$ cat src/rtl/trash_pkg.sv
// Shared types and constants for the trash CPU instruction sequencer.
// Provides the opcode and FSM state enums, the instruction word layout,
// the register-file write-source selects and helpers that slice and
// validate instruction fields.
package trash_pkg;

    localparam int unsigned PROG_DEPTH  = 8;
    localparam int unsigned PC_W        = 3;
    localparam int unsigned ALU_TIMEOUT = 15;
    localparam int unsigned TO_W        = 4;
    localparam int unsigned INSTR_W     = 16;

    // Register-file write data source
    localparam logic [1:0] WSEL_IMM = 2'd0;
    localparam logic [1:0] WSEL_ALU = 2'd1;
    localparam logic [1:0] WSEL_MEM = 2'd2;

    typedef enum logic [3:0] {
        OP_NOOP     = 4'd0,
        OP_STORE    = 4'd1,
        OP_CALC     = 4'd2,
        OP_MEMSTORE = 4'd3,
        OP_MEMLOAD  = 4'd4,
        OP_JUMP     = 4'd5,
        OP_JUMPIF   = 4'd6,
        OP_OUT      = 4'd7
    } opcode_e;

    typedef enum logic [2:0] {
        S_IDLE,
        S_FETCH,
        S_EXEC,
        S_WAIT_ALU,
        S_WAIT_MEM,
        S_HALT
    } state_e;

    // Instruction word: opcode, field F, field B
    typedef struct packed {
        logic [3:0] op;
        logic [3:0] f;
        logic [7:0] b;
    } instr_t;

    // Upper register nibble of field B (rin / compare A / load target)
    function automatic logic [3:0] fld_hi(input instr_t i);
        return i.b[7:4];
    endfunction

    // Lower register nibble of field B (rout / compare B)
    function automatic logic [3:0] fld_lo(input instr_t i);
        return i.b[3:0];
    endfunction

    // Only registers 0-3 exist; any upper bit set is a fault
    function automatic logic reg_ok(input logic [3:0] r);
        return r[3:2] == 2'b00;
    endfunction

    function automatic logic [1:0] reg_sel(input logic [3:0] r);
        return r[1:0];
    endfunction

endpackage

$ cat src/rtl/trash_exec_ctrl_if.sv
// Control bus between the sequencer and the external datapath
// (register file, data memory, ALU, output latch).
// master: sequencer side, drives strobes/addresses, receives
//         mem_rvalid, alu_ack and cmp_eq.
// slave:  datapath side.
interface trash_exec_ctrl_if;

    logic       rf_we;
    logic [1:0] rf_waddr;
    logic [1:0] rf_wsel;
    logic [1:0] rf_raddr_a;
    logic [1:0] rf_raddr_b;
    logic [7:0] imm;
    logic       mem_we;
    logic       mem_re;
    logic [3:0] mem_addr;
    logic       mem_rvalid;
    logic       alu_req;
    logic [3:0] alu_op;
    logic       alu_ack;
    logic       cmp_eq;
    logic       out_we;

    modport master (
        output rf_we, rf_waddr, rf_wsel, rf_raddr_a, rf_raddr_b, imm,
        output mem_we, mem_re, mem_addr, alu_req, alu_op, out_we,
        input  mem_rvalid, alu_ack, cmp_eq
    );

    modport slave (
        input  rf_we, rf_waddr, rf_wsel, rf_raddr_a, rf_raddr_b, imm,
        input  mem_we, mem_re, mem_addr, alu_req, alu_op, out_we,
        output mem_rvalid, alu_ack, cmp_eq
    );

endinterface

$ cat src/rtl/trash_prog_mem.sv
// Program store: PROG_DEPTH x 16-bit words with an auto-incrementing
// write pointer and an asynchronous read port. Contents are not reset.
// Ports: clk, reset (sync, active-high), we/wdata (write at pointer),
//        raddr/rdata (async read).
module trash_prog_mem
    import trash_pkg::*;
(
    input  logic               clk,
    input  logic               reset,
    input  logic               we,
    input  logic [INSTR_W-1:0] wdata,
    input  logic [PC_W-1:0]    raddr,
    output logic [INSTR_W-1:0] rdata
);

    logic [INSTR_W-1:0] mem [PROG_DEPTH];
    logic [PC_W-1:0]    wptr;

    // Write pointer wraps naturally at PROG_DEPTH
    always_ff @(posedge clk) begin
        if (reset) begin
            wptr <= '0;
        end else if (we) begin
            wptr <= wptr + PC_W'(1);
        end
    end

    always_ff @(posedge clk) begin
        if (we) begin
            mem[wptr] <= wdata;
        end
    end

    assign rdata = mem[raddr];

endmodule

$ cat src/rtl/trash_exec_ctrl.sv
// Instruction sequencer for the trash CPU: program store, PC, decode and
// a multi-cycle FSM that issues single-cycle strobes to the datapath.
// Ports: clk, reset (sync, active-high); prog_en/prog_we/prog_wdata load
//        the program while idle; run starts/continues execution;
//        dp carries datapath strobes and responses; pc, busy, fault report
//        status (fault is sticky until reset).
module trash_exec_ctrl
    import trash_pkg::*;
(
    input  logic               clk,
    input  logic               reset,
    input  logic               prog_en,
    input  logic               prog_we,
    input  logic [INSTR_W-1:0] prog_wdata,
    input  logic               run,
    trash_exec_ctrl_if.master  dp,
    output logic [PC_W-1:0]    pc,
    output logic               busy,
    output logic               fault
);

    state_e             state, state_n;
    instr_t             ir, ir_n;
    logic [PC_W-1:0]    pc_n, pc_inc;
    logic [TO_W-1:0]    cnt, cnt_n;
    logic               fault_n;
    logic               prog_wr;
    logic [INSTR_W-1:0] prog_rdata;
    logic               legal;
    state_e             seq_next;

    logic       rf_we, mem_we, mem_re, alu_req, out_we;
    logic [1:0] rf_waddr, rf_wsel, raddr_a, raddr_b;

    // Programming is only accepted while idle
    assign prog_wr = (state == S_IDLE) && prog_en && prog_we;

    trash_prog_mem u_prog (
        .clk   (clk),
        .reset (reset),
        .we    (prog_wr),
        .wdata (prog_wdata),
        .raddr (pc),
        .rdata (prog_rdata)
    );

    // Decode legality of the instruction register
    always_comb begin
        legal = 1'b1;
        case (ir.op)
            OP_NOOP, OP_MEMSTORE, OP_JUMP: legal = 1'b1;
            OP_STORE, OP_OUT:              legal = reg_ok(ir.f);
            OP_CALC, OP_JUMPIF:            legal = reg_ok(fld_hi(ir)) && reg_ok(fld_lo(ir));
            OP_MEMLOAD:                    legal = reg_ok(fld_hi(ir));
            default:                       legal = 1'b0;
        endcase
    end

    assign pc_inc   = pc + PC_W'(1);
    assign seq_next = run ? S_FETCH : S_IDLE;

    // Next-state and strobe decode
    always_comb begin
        state_n  = state;
        ir_n     = ir;
        pc_n     = pc;
        cnt_n    = cnt;
        fault_n  = fault;
        rf_we    = 1'b0;
        rf_waddr = 2'd0;
        rf_wsel  = WSEL_IMM;
        raddr_a  = 2'd0;
        raddr_b  = 2'd0;
        mem_we   = 1'b0;
        mem_re   = 1'b0;
        alu_req  = 1'b0;
        out_we   = 1'b0;

        case (state)
            S_IDLE: begin
                if (!prog_en && run) begin
                    pc_n    = '0;
                    state_n = S_FETCH;
                end
            end
            S_FETCH: begin
                ir_n    = instr_t'(prog_rdata);
                state_n = S_EXEC;
            end
            S_EXEC: begin
                if (!legal) begin
                    fault_n = 1'b1;
                    state_n = S_HALT;
                end else begin
                    state_n = seq_next;
                    pc_n    = pc_inc;
                    case (ir.op)
                        OP_STORE: begin
                            rf_we    = 1'b1;
                            rf_wsel  = WSEL_IMM;
                            rf_waddr = reg_sel(ir.f);
                        end
                        OP_MEMSTORE: mem_we = 1'b1;
                        OP_OUT: begin
                            raddr_a = reg_sel(ir.f);
                            out_we  = 1'b1;
                        end
                        OP_JUMP: pc_n = ir.f[PC_W-1:0];
                        OP_JUMPIF: begin
                            raddr_a = reg_sel(fld_hi(ir));
                            raddr_b = reg_sel(fld_lo(ir));
                            if (dp.cmp_eq) begin
                                pc_n = ir.f[PC_W-1:0];
                            end
                        end
                        OP_CALC: begin
                            raddr_a = reg_sel(fld_hi(ir));
                            pc_n    = pc;
                            cnt_n   = '0;
                            state_n = S_WAIT_ALU;
                        end
                        OP_MEMLOAD: begin
                            mem_re  = 1'b1;
                            pc_n    = pc;
                            state_n = S_WAIT_MEM;
                        end
                        default: ;
                    endcase
                end
            end
            S_WAIT_ALU: begin
                alu_req = 1'b1;
                raddr_a = reg_sel(fld_hi(ir));
                if (dp.alu_ack) begin
                    rf_we    = 1'b1;
                    rf_wsel  = WSEL_ALU;
                    rf_waddr = reg_sel(fld_lo(ir));
                    pc_n     = pc_inc;
                    state_n  = seq_next;
                end else if (cnt == TO_W'(ALU_TIMEOUT - 1)) begin
                    // Last permitted cycle passed without an ack
                    fault_n  = 1'b1;
                    state_n  = S_HALT;
                end else begin
                    cnt_n    = cnt + TO_W'(1);
                end
            end
            S_WAIT_MEM: begin
                if (dp.mem_rvalid) begin
                    rf_we    = 1'b1;
                    rf_wsel  = WSEL_MEM;
                    rf_waddr = reg_sel(fld_hi(ir));
                    pc_n     = pc_inc;
                    state_n  = seq_next;
                end else begin
                    fault_n  = 1'b1;
                    state_n  = S_HALT;
                end
            end
            S_HALT: begin
                if (!run) begin
                    state_n = S_IDLE;
                end
            end
            default: state_n = S_IDLE;
        endcase
    end

    always_ff @(posedge clk) begin
        if (reset) begin
            state <= S_IDLE;
            ir    <= '0;
            pc    <= '0;
            cnt   <= '0;
            fault <= 1'b0;
        end else begin
            state <= state_n;
            ir    <= ir_n;
            pc    <= pc_n;
            cnt   <= cnt_n;
            fault <= fault_n;
        end
    end

    assign busy = (state != S_IDLE) && (state != S_HALT);

    assign dp.rf_we      = rf_we;
    assign dp.rf_waddr   = rf_waddr;
    assign dp.rf_wsel    = rf_wsel;
    assign dp.rf_raddr_a = raddr_a;
    assign dp.rf_raddr_b = raddr_b;
    assign dp.imm        = ir.b;
    assign dp.mem_we     = mem_we;
    assign dp.mem_re     = mem_re;
    assign dp.mem_addr   = ir.f;
    assign dp.alu_req    = alu_req;
    assign dp.alu_op     = ir.f;
    assign dp.out_we     = out_we;

endmodule

$ cat src/flat_wrapper.sv
// flat-port wrapper written by rule: the top's interface ports become plain ports
module trash_exec_ctrl_flat import trash_pkg::*;
  (clk, reset, prog_en, prog_we, prog_wdata, run, pc, busy, fault, dp_rf_we, dp_rf_waddr, dp_rf_wsel, dp_rf_raddr_a, dp_rf_raddr_b, dp_imm, dp_mem_we, dp_mem_re, dp_mem_addr, dp_alu_req, dp_alu_op, dp_out_we, dp_mem_rvalid, dp_alu_ack, dp_cmp_eq);
  trash_exec_ctrl_if dp_i ();
  input  logic clk;
  input  logic reset;
  input  logic prog_en;
  input  logic prog_we;
  input  logic [INSTR_W-1:0] prog_wdata;
  input  logic run;
  output logic [PC_W-1:0] pc;
  output logic busy;
  output logic fault;
  output wire logic [$bits(dp_i.rf_we)-1:0] dp_rf_we;
  output wire logic [$bits(dp_i.rf_waddr)-1:0] dp_rf_waddr;
  output wire logic [$bits(dp_i.rf_wsel)-1:0] dp_rf_wsel;
  output wire logic [$bits(dp_i.rf_raddr_a)-1:0] dp_rf_raddr_a;
  output wire logic [$bits(dp_i.rf_raddr_b)-1:0] dp_rf_raddr_b;
  output wire logic [$bits(dp_i.imm)-1:0] dp_imm;
  output wire logic [$bits(dp_i.mem_we)-1:0] dp_mem_we;
  output wire logic [$bits(dp_i.mem_re)-1:0] dp_mem_re;
  output wire logic [$bits(dp_i.mem_addr)-1:0] dp_mem_addr;
  output wire logic [$bits(dp_i.alu_req)-1:0] dp_alu_req;
  output wire logic [$bits(dp_i.alu_op)-1:0] dp_alu_op;
  output wire logic [$bits(dp_i.out_we)-1:0] dp_out_we;
  input wire logic [$bits(dp_i.mem_rvalid)-1:0] dp_mem_rvalid;
  input wire logic [$bits(dp_i.alu_ack)-1:0] dp_alu_ack;
  input wire logic [$bits(dp_i.cmp_eq)-1:0] dp_cmp_eq;
  assign dp_rf_we = dp_i.rf_we;
  assign dp_rf_waddr = dp_i.rf_waddr;
  assign dp_rf_wsel = dp_i.rf_wsel;
  assign dp_rf_raddr_a = dp_i.rf_raddr_a;
  assign dp_rf_raddr_b = dp_i.rf_raddr_b;
  assign dp_imm = dp_i.imm;
  assign dp_mem_we = dp_i.mem_we;
  assign dp_mem_re = dp_i.mem_re;
  assign dp_mem_addr = dp_i.mem_addr;
  assign dp_alu_req = dp_i.alu_req;
  assign dp_alu_op = dp_i.alu_op;
  assign dp_out_we = dp_i.out_we;
  assign dp_i.mem_rvalid = dp_mem_rvalid;
  assign dp_i.alu_ack = dp_alu_ack;
  assign dp_i.cmp_eq = dp_cmp_eq;
  trash_exec_ctrl u_core (.clk(clk), .reset(reset), .prog_en(prog_en), .prog_we(prog_we), .prog_wdata(prog_wdata), .run(run), .dp(dp_i), .pc(pc), .busy(busy), .fault(fault));
endmodule
$ cat config.mk
export PLATFORM = sky130hd
export DESIGN_NAME = trash_exec_ctrl_flat
export DESIGN_NICKNAME = d
export VERILOG_FILES = /design/src/rtl/trash_pkg.sv /design/src/rtl/trash_exec_ctrl_if.sv /design/src/rtl/trash_prog_mem.sv /design/src/rtl/trash_exec_ctrl.sv /design/src/flat_wrapper.sv
export SDC_FILE = /design/constraint.sdc
export NUM_CORES = 1
export LEC_CHECK = 0
export CAP_MARGIN = 20
export CORE_ASPECT_RATIO = 0.5
export CORE_MARGIN = 2
export CORE_UTILIZATION = 45
export CTS_BUF_LIST = sky130_fd_sc_hd__clkbuf_4 sky130_fd_sc_hd__clkbuf_8
export DETAILED_ROUTE_END_ITERATION = 8
export PLACE_DENSITY = 0.63
export SETUP_SLACK_MARGIN = 0.3
export SYNTH_ARGS = -nofsm -noshare
export SYNTH_HDL_FRONTEND = slang
export SYNTH_HIERARCHICAL = 1
export SYNTH_SLANG_ARGS = --single-unit
$ cat constraint.sdc
create_clock -name clk -period 3 [get_ports clk]
set_clock_uncertainty 0.1 [all_clocks]
set_input_delay 0.45 -clock clk [delete_from_list [all_inputs] [get_ports clk]]
set_output_delay 0.45 -clock clk [all_outputs]
set_load 0.02 [all_outputs]
==> metrics.cfg, run 1 <==
[logic_synthesis]
synth_cell_types=68
synth_ff_type=edfxtp_1
synth.avg_cell_area_um2=15.9
synth_area_mm2=0.00689
yosysTopAreaCell=edfxtp_1
synth_edf_count=128
seq_area_frac_synth_pct=64.5
yosysWarnings=6
synth_area_leaders=edfxtp_1 56%, mux4_1 11%, dfxtp_1 8.7%
synthesis.nets=462
synth_seq_cells=158
synthArstFlopShare_pct=0
syn_inst=434
yosysTopAreaCellShare_pct=55.8

[timing]
finalSetupViolCount=0
slew_violations=0
rsz0062_at_grt=true
fin_crit_ns=2.68
finalHoldViolations=0
post-route-period-util_pct=89.3
slew_headroom_pct=39.5
worst_slew_pin_slew_ns=0.902
fin_ws_ns=0.320
tns_ns=0
max_freq_mhz=373

[die]
initial_utilization_pct=46.9
die_w_um=179
io_pins=58
die_area_mm2=0.0164
rows=31
fp.dieH_um=91.5
core_area_mm2=0.0147

[clock_tree]
path_clk_slew_ns=0.09
cts.htree.levels=4
clk_latency_ns=0.45
cts_tree=built
clk_path_buf_depth=2
cts_root_buf=clkbuf_8
cts_buffers=17
cts_sinks=158

[final_layout]
drive_gt1_share_pct=25.1
num_antenna_cells=0
nets=537
layout_common_cells=128 x edfxtp_1, 45 x clkdlybuf4s50_1, 41 x nand2_1
final_common_cell=edfxtp_1
nFillCells=1171
stdcell_count=720
syn2layout_area_growth_pct=19.2

[setup_path]
r2r_cells=6
critical_path_class=flop to primary output
cp.required_ns=2.45
endpoint_kind=primary output
critPathMaxFanout=6
arrival_ns=2.13
cp-start-kind=flop

[power]
p_total_mw=4.56
cellPowerDensity_mw_per_mm2=555
peakVddDrop_uv=270
power_leakage_nw=2.77

[routing]
routed_wl_mm=14.6
vias=3968
viasPerCell=5.51
final_antenna_net_count=0
drcViolationCount=0
wl_per_cell_um=20.3
drt_iter0_drc=406
firstDrtPassIters=5

[global_routing]
grt_pass1_vias=3837
grt_pass1_wl_mm=22.4
overflow=0
grt.total_usage_pct=19.0
antenna_found_initial=0
grt_max_degree=23

[hold_path]
hold_depth=1
worst_hold_path_type=flop to flop

[flow_run]
max_cap_viol_count=0

[placement]
io_buffers=57
post-dp-hpwl_mm=9.77
place_congestion=0.911
place_inst=683
preCtsSetupSlack_ns=0.179

[outcome]
outcome=finished, final reports clean

[worst max-delay path: stages, from the launching register on]
cell and delay [ns]:
dfxtp_4 0.37, buf_4 0.14, nor3b_2 0.16, o21ai_2 0.22, a31oi_4 0.12, buf_6 0.14, a21o_4 0.21, a22o_2 0.21
buf_6 0.13
[logic make-up (layout without fill, tap and decap cells)]
family	Yosys count	after routing	share of synthesized area [%]
simple gates	110	110	8.63
xor+xnor	2	2	0.254
flops	158	158	64.5
fa+ha+maj	4	4	0.727
compound gates	69	69	7.27
mux	49	49	14.7
buf+inv	42	130	3.87
[layout make-up]
type / count / area, um^2 / share of cell area, %
clock buffers: 17 / 234 / 2.85
clock inverters: 15 / 174 / 2.12
inverters: 5 / 18.8 / 0.229
multi-input cells: 234 / 2240 / 27.3
well taps: 198 / 248 / 3.02
repair buffers: 93 / 843 / 10.3
flip-flops and latches: 158 / 4450 / 54.2
[sequential cells by signal, indices dropped and copies added (netlist names)]
name and cells:
u_core/dp.imm 8, u_core/state 3, u_core/u_prog/wptr 3, u_core/dp.alu_op 4, u_core/cnt 4, u_core/pc 3, u_core/fault 1, u_core/u_prog/mem 128
u_core/ir 4
[worst paths after layout]
kind                    from  slack (ns)                        to
max            u_core/ir[13]        0.32          dp_rf_raddr_a[0]
min             u_core/fault        0.38              u_core/fault
max reg2reg  u_core/state[0]        0.80  u_core/u_prog/mem[5][13]
min reg2reg     u_core/fault        0.38              u_core/fault
[report_power, final]
part	internal (mW)	total, mW	switching [mW]
clock network	0.770	1.62	0.846
registers	2.41	2.45	0.0435
logic	0.238	0.489	0.251
total	3.42	4.56	1.14
[per-layer routing]
| layer | GRT usage (%) | part of all wire [%] |
|---|---|---|
| met3 | 4.40 | 4.8 |
| met4 | 5.69 | 1.0 |
| met2 | 28.8 | 46 |
| met1 | 27.2 | 48 |
| met5 | 0 | 0 |
[cell usage after synthesis (2+ instances only)]
master / count
and4_2: 2
inv_1: 5
nand3b_1: 3
and3_2: 2
o2111ai_1: 5
o21bai_1: 4
a21oi_1: 21
o311a_1: 2
edfxtp_1: 128
a211oi_1: 2
nor3b_1: 4
buf_6: 6
mux2_2: 16
a41oi_1: 2
o21ai_0: 12
nand2b_1: 5
nand3_1: 3
nand4_1: 2
buf_1: 4
buf_4: 16
nor3_1: 5
nand2_1: 41
and2_1: 6
ha_1: 4
mux4_1: 28
mux4_2: 4
a31o_2: 2
nor2b_1: 4
clkbuf_2: 2
and4_4: 2
a22oi_1: 2
dfxtp_1: 30
clkbuf_1: 8
nor2_1: 18
[metrics by stage]
step                utilization [%]  hold WS (ns)  area, um^2
finish                         55.9         0.381        8210
global route                   55.9         0.410        8210
CTS                            55.5         0.383        8150
detailed placement             52.5         0.369        7720
global placement               52.5         0.349        7720
floorplan                         -         0.349        6900
[what timing repair did]
action | CTS | global route
hold buffers | 0 | 0
buffers inserted | 3 | 2
pin swaps | 5 | 4
endpoints found under the hold margin | 0 | 0
resized for setup | 53 | 22
setup endpoints to repair | 12 | 12
No activity file was read; power rests on OpenSTA's default activity.
==> run 2, diff against run 1 <==
--- a/config.mk
+++ b/config.mk
@@ -7,11 +7,11 @@
 export LEC_CHECK = 0
 export CAP_MARGIN = 20
 export CORE_ASPECT_RATIO = 0.5
-export CORE_MARGIN = 2
-export CORE_UTILIZATION = 45
+export CORE_MARGIN = 3
+export CORE_UTILIZATION = 27
 export CTS_BUF_LIST = sky130_fd_sc_hd__clkbuf_4 sky130_fd_sc_hd__clkbuf_8
 export DETAILED_ROUTE_END_ITERATION = 8
-export PLACE_DENSITY = 0.63
+export PLACE_DENSITY = 0.41
 export SETUP_SLACK_MARGIN = 0.3
 export SYNTH_ARGS = -nofsm -noshare
 export SYNTH_HDL_FRONTEND = slang
==> run 2 against run 1 <==
Worst hold slack better by 0.0029 ns. Worst setup slack worse by 0.020 ns. Core utilization is 22 points lower. Fmax fell by 0.72%. Highest routed layer unchanged.
==> metrics.cfg, run 2 (synthesis results as in run 1) <==
[timing]
slew_violations=0  ; unchanged
rsz0062_at_grt=true
tns_ns=0  ; unchanged
worst_slew_pin_slew_ns=0.654  ; -0.249 ns
finalHoldViolations=0  ; unchanged
hold_slack_ns=0.384  ; +0.00286 ns
fin_crit_ns=2.70  ; +0.0196 ns
post-route-period-util_pct=90.0  ; +0.65 points
finalSetupViolCount=0  ; unchanged
max_freq_mhz=370  ; -0.72%
slew_headroom_pct=56.4  ; +17 points

[final_layout]
syn2layout_area_growth_pct=21.2
stdcell_count=854  ; +19%
layout_common_cells=128 x edfxtp_1, 44 x clkdlybuf4s50_1, 41 x nand2_1
num_antenna_cells=0  ; unchanged
final_common_cell=edfxtp_1
regMostFlops=u_core/u_prog/mem
drive_gt1_share_pct=23.9  ; -1.2 points
nets=533  ; -0.74%
largest_reg_flops=128  ; unchanged

[setup_path]
critical_path_class=flop to primary output
cp_common_cell=buf_6
r2r_start=u_core/state[0]
endpoint_kind=primary output
cpPeakStageDelay_ns=0.51  ; +0.14 ns
crit_start=u_core/ir[13]
cp_slowest_cell=or4_4
crit_family=simple AND/OR/NAND/NOR gates
arrival_ns=2.15  ; +0.02 ns
worst-path-buf-inv=2  ; -1
cp-start-kind=flop
cp_cell_sequence=nor2b_4, or4_4, a31oi_4, buf_6, a21o_2, a22o_1, buf_6
critPathMaxFanout=6  ; unchanged
cp.required_ns=2.45  ; about the same

[clock_tree]
cts_buffers=17  ; unchanged
cts_root_buf=clkbuf_8
cts_sinks=158  ; unchanged
path_clk_slew_ns=0.08  ; about the same
cts.htree.levels=4  ; unchanged
clk_latency_ns=0.44  ; about the same
cts_tree=built
clk_path_buf_depth=2  ; unchanged

[global_routing]
overflow=0  ; unchanged
antenna_found_initial=0  ; unchanged
grt_max_degree=34  ; +48%
grt.total_usage_pct=12.7  ; -6.3 points
grt_pass1_vias=3891  ; +1.4%
grt_pass1_wl_mm=25.5  ; +14%

[die]
io_pins=58  ; unchanged
rows=40  ; +29%
core_area_mm2=0.0245  ; +67%
die_area_mm2=0.0276  ; +68%
fp.dieH_um=119  ; +30%
die_w_um=232  ; +30%
initial_utilization_pct=28.1  ; -19 points

[routing]
firstDrtPassIters=4  ; -1
routed_wl_mm=17.0  ; +16%
drcViolationCount=0  ; unchanged
vias=3983  ; +0.38%
wl_per_cell_um=19.9  ; -2.0%
drt_iter0_drc=379  ; -6.7%
final_antenna_net_count=0  ; unchanged
viasPerCell=4.66  ; -15%

[power]
cellPowerDensity_mw_per_mm2=542  ; -2.3%
peakVddDrop_uv=264  ; -2.0%
power_leakage_nw=2.73  ; -1.4%
p_total_mw=4.53  ; -0.66%

[placement]
post-dp-hpwl_mm=10.7  ; +9.3%
place_congestion=0.768  ; -16%
place_inst=818  ; +20%
io_buffers=57  ; unchanged

[hold_path]
worst_hold_path_type=flop to flop
holdCritStartpoint=u_core/fault

[outcome]
outcome=finished, final reports clean

[flow_run]
max_cap_viol_count=0  ; unchanged

-- run 2: changes by cell type in the layout (fill, tap and decap cells not counted), moves of 2 or more --
cell / delta
buf_4: -8
nor2_1: -5
nor2_2: +5
clkinv_1: +4
buf_6: +3
inv_8: -3
nor3b_1: +3
nor3b_2: -3
and3_2: -2
and3_4: +2
-- run 2: worst paths after layout --
path	endpoint	slack (ns)	cells past startpoint
hold reg to reg	u_core/fault	0.38	1
hold / removal	u_core/fault	0.38	1
setup reg to reg	u_core/u_prog/mem[0][6]	0.83	6
setup / recovery	dp_rf_raddr_a[1]	0.30	7
-- run 2: area by class of cell --
class / count / area [um^2]
multi-input cells: 234 / 2250
repair buffers: 89 / 836
inverters: 5 / 18.8
clock inverters: 15 / 143
fillers: 2363 / 16200
well taps: 336 / 420
flip-flops and latches: 158 / 4450
clock buffers: 17 / 234
-- run 2: power by group --
group / switching (mW) / total (mW) / internal [mW]
registers: 0.0400 / 2.45 / 2.41
logic: 0.278 / 0.520 / 0.242
clock network: 0.821 / 1.56 / 0.737
total: 1.14 / 4.53 / 3.39
-- run 2: per-stage QoR --
step | util, % | setup slack [ns] | area, um^2
after global placement | 32.2 | 0.232 | 7900
after CTS | 33.9 | 0.259 | 8310
after global routing | 34.0 | 0.184 | 8350
after floorplan | - | 0.370 | 6900
after detailed placement | 32.2 | 0.231 | 7900
final | 34.0 | 0.301 | 8350
-- run 2: repair_timing --
item	CTS	global route
endpoints found under the setup margin	12	11
hold endpoints to repair	0	0
cloned	0	0
setup buffers	4	0
hold buffers	0	0
resized for setup	64	13
pin swaps	5	5
-- run 2: per-layer routing --
layer  vias to the layer above  global-route usage [%]  part of all wire [%]
li1                       1850                       -                     -
met1                      2054                    18.9                    52
met2                        70                    18.1                    43
met5                         -                       0                     0
met3                         9                    3.20                   3.7
met4                         0                    3.36                  0.96
==> run 3, diff against run 2 <==
--- a/config.mk
+++ b/config.mk
@@ -5,6 +5,7 @@
 export SDC_FILE = /design/constraint.sdc
 export NUM_CORES = 1
 export LEC_CHECK = 0
+export ABC_AREA = 1
 export CAP_MARGIN = 20
 export CORE_ASPECT_RATIO = 0.5
 export CORE_MARGIN = 3
@@ -12,7 +13,7 @@
 export CTS_BUF_LIST = sky130_fd_sc_hd__clkbuf_4 sky130_fd_sc_hd__clkbuf_8
 export DETAILED_ROUTE_END_ITERATION = 8
 export PLACE_DENSITY = 0.41
-export SETUP_SLACK_MARGIN = 0.3
+export SETUP_SLACK_MARGIN = 0.4
 export SYNTH_ARGS = -nofsm -noshare
 export SYNTH_HDL_FRONTEND = slang
 export SYNTH_HIERARCHICAL = 1
==> run 3 against run 2 <==
Cell count is 52% higher. Via count is 35% higher. Synthesized cell count is 97% higher. Largest power group unchanged. Design area is 7.2% higher. Sequential power is 4% higher. Wire length is 12% higher. First-iteration DRC count is 9.0% lower. Count of clock-buffer cells in the layout is 5 higher. Non-clock buffer count is 4 lower. Global-route usage is 0.34 points higher.
==> metrics.cfg, run 3 <==
[outcome]
outcome=finished, final reports clean

[clock_tree]
cts.htree.levels=4  ; unchanged
clk_latency_ns=0.45  ; about the same
clk_path_buf_depth=2  ; unchanged
cts_tree=built
cts_buffers=17  ; unchanged
cts_sinks=158  ; unchanged
path_clk_slew_ns=0.08  ; about the same
cts_root_buf=clkbuf_8

[logic_synthesis]
synth_area_leaders=edfxtp_1 51%, nand2_1 13%, inv_1 8.2%
yosysWarnings=6  ; unchanged
synth_area_mm2=0.00756  ; +9.7%
synthesis.nets=881  ; +91%
synthArstFlopShare_pct=0  ; unchanged
synth_cell_types=35  ; -49%
synth_edf_count=128  ; unchanged
yosysTopAreaCellShare_pct=50.8  ; -4.9 points
synth_ff_type=edfxtp_1
synth_top_cells_by_count=271 x nand2_1, 165 x inv_1, 128 x edfxtp_1
yosysTopAreaCell=edfxtp_1
synth_seq_cells=158  ; unchanged
seq_area_frac_synth_pct=58.8  ; -5.7 points
yosysMostFrequentCell=nand2_1
syn_inst=853  ; +97%
synth.avg_cell_area_um2=8.86  ; -44%

[setup_path]
cp-start-kind=flop
endpoint_kind=primary output
cpPeakStageDelay_ns=0.32  ; -0.19 ns
cp_cell_sequence=inv_1, nand3_4, inv_2, nand2_8, buf_4, nor2_1, clkbuf_2
critical_path_class=flop to primary output
arrival_ns=1.92  ; -0.23 ns
cp_slowest_cell=dfxtp_1
critPathMaxFanout=9  ; +3
cp.required_ns=2.45  ; about the same

[timing]
slew_headroom_pct=48.6  ; -7.8 points
slew_violations=0  ; unchanged
worst_slew_pin_slew_ns=0.770  ; +0.116 ns
fin_crit_ns=2.47  ; -0.232 ns
tns_ns=0  ; unchanged
hold_slack_ns=0.365  ; -0.0185 ns
rsz0062_at_grt=true
finalHoldViolations=0  ; unchanged
post-route-period-util_pct=82.3  ; -7.7 points
finalSetupViolCount=0  ; unchanged
max_freq_mhz=405  ; +9.4%

[power]
peakVddDrop_uv=269  ; +1.9%
pwr-share-clk_pct=24.3  ; -10 points
power_leakage_nw=3.87  ; +42%
comb_power_share_pct=31.8  ; +20 points
p_sw_mw=2.12  ; +86%
p_int_mw=3.70  ; +9.1%
switching_share_pct=36.5  ; +11 points
cellPowerDensity_mw_per_mm2=651  ; +20%
p_seq_share_pct=43.9  ; -10 points

[final_layout]
syn2layout_area_growth_pct=18.3
regMostFlops=u_core/u_prog/mem
final_common_cell=nand2_1
largest_reg_flops=128  ; unchanged
drive_gt1_share_pct=12.4  ; -12 points
num_antenna_cells=0  ; unchanged
nets=942  ; +77%
layout_common_cells=268 x nand2_1, 165 x inv_1, 128 x edfxtp_1
nFillCells=2775  ; +17%

[die]
die_w_um=243  ; +4.6%
io_pins=58  ; unchanged
core_area_mm2=0.0270  ; +9.9%
die_area_mm2=0.0302  ; +9.4%
rows=42  ; +5.0%
initial_utilization_pct=28.0  ; -0.050 points
fp.dieH_um=124  ; +4.5%

[global_routing]
grt.total_usage_pct=13.0  ; +0.34 points
grt_max_degree=68  ; +100%
grt.busiest_layer=met2
grtUsageMet3_pct=2.99  ; -0.21 points
grt_pass1_wl_mm=30.1  ; +18%
grt_pass1_vias=5246  ; +35%
met2_usage_pct=20.5  ; +2.5 points
antenna_found_initial=2  ; +2
met1_usage_pct=18.1  ; -0.82 points
overflow=0  ; unchanged

[placement]
place_congestion=0.772  ; +0.46%
io_buffers=57  ; unchanged
post-dp-hpwl_mm=12.4  ; +16%

[routing]
vias=5392  ; +35%
routed_wl_mm=19.1  ; +12%
drt_iter0_drc=345  ; -9.0%
final_antenna_net_count=0  ; unchanged
viasPerCell=4.14  ; -11%
firstDrtPassIters=4  ; unchanged
wl_per_cell_um=14.7  ; -26%
drcViolationCount=0  ; unchanged

[flow_run]
max_cap_viol_count=0  ; unchanged

[hold_path]
worst_hold_path_type=flop to flop

## run 3: cell types whose count changed after synthesis, sizes merged, moves of 6 or more
cell / previous run / this run
a21oi: 21 / 29
nor2: 18 / 46
nand2: 41 / 277
inv: 5 / 170
nand3: 3 / 91
mux2: 16 / 0
mux4: 32 / 0
buf: 27 / 41
clkbuf: 10 / 2
and2: 6 / 0
## run 3: kinds of logic (layout without fill, tap and decap cells)
group | Yosys count | after routing | share of synthesized area, %
and+or+nand+nor | 424 | 424 | 24.0
buffers and inverters | 213 | 287 | 12.5
adders and majority gates | 4 | 4 | 0.662
DFF | 158 | 158 | 58.8
AOI/OAI and AO/OA | 51 | 51 | 3.62
xor gates and xnor gates | 3 | 3 | 0.348
## run 3: worst max-delay path: cells and delay by family (launching register included)
family | cells | cell delay [ns]
flops | 1 | 0.32
buf+inv | 4 | 0.76
simple gates | 3 | 0.40
## run 3: metrics by stage
step / setup WS, ns / power, mW / instance area (um^2) / cells / utilization, %
after global placement: 0.334 / 4.36 / 8480 / 1263 / 31.5
after floorplan: 0.404 / 3.80 / 7560 / 853 / -
final: 0.532 / 5.82 / 8950 / 1301 / 33.2
after global routing: 0.395 / 6.23 / 8950 / 1301 / 33.2
after detailed placement: 0.352 / 4.37 / 8480 / 1263 / 31.5
after CTS: 0.376 / 5.86 / 8880 / 1297 / 33.0
## run 3: area by class of cell
class,instances,area [um^2],share of cell area [%]
repair buffers,85,769,8.60
clock inverters,10,65.1,0.727
inverters,170,641,7.16
clock buffers,22,272,3.03
flip-flops and latches,158,4460,49.8
multi-input cells,482,2270,25.4
well taps,374,468,5.23
## run 3: routing by layer
metal  vias to the layer above  share of wire [%]
met2                        77                 45
met1                      2526                 51
met5                         -                  0
met3                         8                3.6
li1                       2781                  -
met4                         0               0.74
## run 3: power by group through the flow
stage / sequential, mW / clock, mW / combinational [mW]
global route: 2.58 / 1.57 / 2.08
CTS: 2.55 / 1.48 / 1.83
finish: 2.56 / 1.41 / 1.85
global placement: 2.60 / 0 / 1.77
detailed placement: 2.60 / 0 / 1.77
floorplan: 2.60 / 0 / 1.20
## run 3: final timing paths
kind                                      start                 endpoint  slack (ns)  cells past startpoint
worst max-delay path            u_core/state[0]                dp_mem_re        0.53                      7
worst min-delay path               u_core/fault             u_core/fault        0.37                      2
worst max register to register  u_core/state[1]  u_core/u_prog/mem[0][8]        0.71                      9
worst min register to register     u_core/fault             u_core/fault        0.37                      2
## run 3: repair_timing
item                       in CTS  in global routing
buffers inserted                2                  4
setup endpoints to repair      11                 76
pin swaps                       3                  3
hold buffers                    0                  0
gates resized for setup        37                 34
==> edit 1, RTL diff (config.mk and constraints of run 3) <==
The package constant `INSTR_W` goes from 16 to 12.
--- a/src/rtl/trash_pkg.sv
+++ b/src/rtl/trash_pkg.sv
@@ -8,7 +8,7 @@
     localparam int unsigned PC_W        = 3;
     localparam int unsigned ALU_TIMEOUT = 15;
     localparam int unsigned TO_W        = 4;
-    localparam int unsigned INSTR_W     = 16;
+    localparam int unsigned INSTR_W     = 12;
 
     // Register-file write data source
     localparam logic [1:0] WSEL_IMM = 2'd0;
Ports: changed (resized prog_wdata); port bits go from 58 to 54. The function was not compared with the original's and may differ.
==> edit 1 against run 3 <==
Sequential share of layout area up 0.65 points; design area down 25%; final cell count down 27%; setup slack lost 0.056 ns; routed wire length is 29% lower; non-clock buffer count is 20 lower; power fell by 36%; maximum frequency shrank 2.2%; synthesized cell count shrank 27%; via count decreased by 29%; core utilization is 0.63 points higher; area after synthesis decreased by 25%; sequential cell count fell by 36.
==> edit 1: results (changes against run 3) <==
| Metric | Value |
|---|---|
| Hold Worst Slack | `0.3632 ns (was 0.3654 ns)` |
| Filler Cell Count | `2088 (was 2775)` |
| Count of nets after finishing | `700 (was 942)` |
| Worst vdd ir | `0.1925 mV (was 0.2694 mV)` |
| Logic gate share of total power | `13.3% (was 31.8%)` |
| Status | `finished, final reports clean (unchanged)` |
| Internal reg-to-reg setup slack | `0.79 ns (was 0.71 ns)` |
| Initial drt markers | `296 (was 345)` |
| Largest cells by area after synthesis | `sky130_fd_sc_hd__edfxtp_1 51%, sky130_fd_sc_hd__nand2_1 13%, sky130_fd_sc_hd__dfxtp_1 9.2% (was sky130_fd_sc_hd__edfxtp_1 51%, sky130_fd_sc_hd__nand2_1 13%, sky130_fd_sc_hd__inv_1 8.2%)` |
| Synthesized instance count | `620 (was 853)` |
| Share of layout cells above drive strength 1 | `13.06% (was 12.41%)` |
| Internal power | `2706 uW (was 3697 uW)` |
| Post-synth EDFFs | `96 (was 128)` |
| Path depth of the worst reg2reg path | `8 (was 9)` |
| Number of iterations in the first detailed-routing pass | `8 (was 4)` |
| Cell Count, Final, Fillers Out | `955 (was 1301)` |
| Number of flip-flops under the largest register name | `96 (was 128)` |
| Count of vias placed by the detailed router | `3848 (was 5392)` |
| Largest net degree at the start of global routing | `52 (was 68)` |
| Cell variety after synth | `33 (was 35)` |
| Timing endpoint of the critical path | `dp_rf_raddr_a[1] (was dp_mem_re)` |
| Detailed-route wire length on metal 1 | `7179 um (was 9729 um)` |
| Initial antenna violation count | `0 (was 2)` |
| Wire length on met3 | `709 um (was 685 um)` |
| Part of the Yosys area used for sequential elements | `60.39% (was 58.79%)` |
| Worst setup startpoint | `u_core/state[1] (was u_core/state[0])` |
edit 1: cell type report:
cell class                 count  area share [%]
multi-input combinational    344           23.20
tap                          266           4.932
clock inverter                14           1.836
clock buffer                  18           3.579
inverter                     126           7.009
sequential                   122           50.47
timing repair buffer          65           8.975
edit 1: stage by stage:
stage          util, %  power [uW]  instance area (um2)
3_3_place_gp     31.95        2438                 6376
2_1_floorplan        -        2247                 5650
3_5_place_dp     31.95        2438                 6376
4_1_cts          33.78        3794                 6740
6_report         33.82        3739                 6748
5_1_grt          33.82        3933                 6748
edit 1: logic make-up after synthesis:
logic type               share of synthesized area, %
buffers and inverters                           12.19
AO/OA/AOI/OAI                                   3.397
other                                         0.06654
AND/OR/NAND/NOR                                 22.91
flip-flops                                      60.39
adder cells (fa/ha/maj)                        0.8881
XOR/XNOR                                       0.1554
edit 1: metal layers:
metal / up-vias / global-route usage [%]
met5: - / 0
met4: 0 / 3.748
met3: 8 / 3.043
met2: 79 / 18.01
met1: 1732 / 18.02
li1: 2029 / -
==> edit 2, RTL diff (settings of run 3) <==
Made on the original files. Make the reset (`reset`) asynchronous in 2 clocked blocks.
--- a/src/rtl/trash_prog_mem.sv
+++ b/src/rtl/trash_prog_mem.sv
@@ -17,7 +17,7 @@
     logic [PC_W-1:0]    wptr;
 
     // Write pointer wraps naturally at PROG_DEPTH
-    always_ff @(posedge clk) begin
+    always_ff @(posedge clk or posedge reset) begin
         if (reset) begin
             wptr <= '0;
         end else if (we) begin
--- a/src/rtl/trash_exec_ctrl.sv
+++ b/src/rtl/trash_exec_ctrl.sv
@@ -166,7 +166,7 @@
         endcase
     end
 
-    always_ff @(posedge clk) begin
+    always_ff @(posedge clk or posedge reset) begin
         if (reset) begin
             state <= S_IDLE;
             ir    <= '0;
Behaviour: differs if reset is asserted again (counterexample within 4 cycles, from zero or initial values and one cycle with reset high); with reset held inactive, the same outputs for 4 cycles.
==> edit 2 against run 3 <==
Area after synthesis is 0.94% higher; setup slack worse by 0.072 ns; count of clock-buffer cells in the layout is 3 lower; combinational power is 56% higher; design area hardly changed; sequential cell count stayed put; register-to-register slack better by 0.14 ns; power is 25% higher; highest routed layer unchanged; routed wire length is 3.5% higher; worst hold slack worse by 0.30 ns; critical path type unchanged.
==> edit 2: results (changes against run 3) <==
| Metric | Value |
|---|---|
| Global-route usage over all layers | `13.38% (was 12.99%)` |
| Worst vdd ir | `0.2136 mV (was 0.2694 mV)` |
| Count of vias placed by the detailed router | `5337 (was 5392)` |
| Count of nets after finishing | `925 (was 942)` |
| Number of iterations in the first detailed-routing pass | `5 (was 4)` |
| Static power due to leakage | `0.004064 uW (was 0.003871 uW)` |
| Buffer share of cell area | `8.529% (was 8.601%)` |
| Internal reg-to-reg setup slack | `0.85 ns (was 0.71 ns)` |
| Cell variety after synth | `33 (was 35)` |
| Placed wire-length estimate after detailed placement | `12460 um (was 12360 um)` |
| Initial drt markers | `326 (was 345)` |
| Filler Cell Count | `2843 (was 2775)` |
| Met2 capacity usage during global routing | `20.23% (was 20.54%)` |
| Clock network latency to the later pin of the worst-skew pair | `0.47 ns (was 0.45 ns)` |
| Source of the worst register-to-register timing path | `u_core/state[0] (was u_core/state[1])` |
| RD Place Congestion | `0.8206 (was 0.7718)` |
| Pre-CTS WS | `0.4108 ns (was 0.3518 ns)` |
| Status | `finished, final reports clean (unchanged)` |
| Wire length on met3 | `707 um (was 685 um)` |
| Met1 capacity usage during global routing | `19.17% (was 18.12%)` |
| Met2 Wirelength | `8695 um (was 8515 um)` |
| Post-detailed-route wirelength per cell | `15.40 um (was 14.66 um)` |
| Normalized max-slew margin | `45.24% (was 48.59%)` |
| Seq area share | `51.40% (was 49.82%)` |
| Layout clock buffer count | `19 (was 22)` |
| Part of the Yosys area used for sequential elements | `60.21% (was 58.79%)` |
| Met3 Use GR | `2.968% (was 2.990%)` |
| Non-clock buffer count | `86 (was 85)` |
## edit 2: logic make-up (layout without fill, tap and decap cells)
group | count (synthesis) | count (layout) | share of synthesized area, %
AO/OA/AOI/OAI | 30 | 30 | 2.197
buffers and inverters | 209 | 284 | 12.22
AND/OR/NAND/NOR | 423 | 423 | 23.53
XOR/XNOR | 4 | 4 | 0.4590
flip-flops | 158 | 158 | 60.21
adder cells (fa/ha/maj) | 4 | 4 | 0.6559
multiplexers | 5 | 5 | 0.7378
## edit 2: worst max path at each step
stage                          startpoint                       to  depth (start not counted)
after global placement    u_core/state[2]                dp_out_we                          8
final                       u_core/ir[13]                 dp_rf_we                          9
after CTS                 u_core/state[2]                dp_mem_re                          8
after floorplan           u_core/state[0]  u_core/u_prog/mem[0][0]                          6
after detailed placement  u_core/state[2]                dp_mem_re                          8
after global routing        u_core/ir[13]                 dp_rf_we                          9
## edit 2: critical path, stage by stage, from the launching register on
cell and delay (ns):
sky130_fd_sc_hd__dfrtp_1 0.41, sky130_fd_sc_hd__inv_2 0.09, sky130_fd_sc_hd__nor2_4 0.05, sky130_fd_sc_hd__a21oi_2 0.15, sky130_fd_sc_hd__nand3_2 0.15, sky130_fd_sc_hd__nor2_4 0.17
sky130_fd_sc_hd__buf_4 0.14, sky130_fd_sc_hd__nand2_1 0.04, sky130_fd_sc_hd__nand3_1 0.07, sky130_fd_sc_hd__clkdlybuf4s15_2 0.26
## edit 2: power groups by stage
| stage | Combinational [uW] | Sequential (uW) | Clock, uW |
|---|---|---|---|
| after global placement | 2850 | 2900 | 0 |
| after detailed placement | 2830 | 2900 | 0 |
| after CTS | 2910 | 2860 | 1620 |
| after global routing | 3240 | 2890 | 1700 |
| final | 2890 | 2850 | 1550 |
| after floorplan | 2010 | 2830 | 0 |
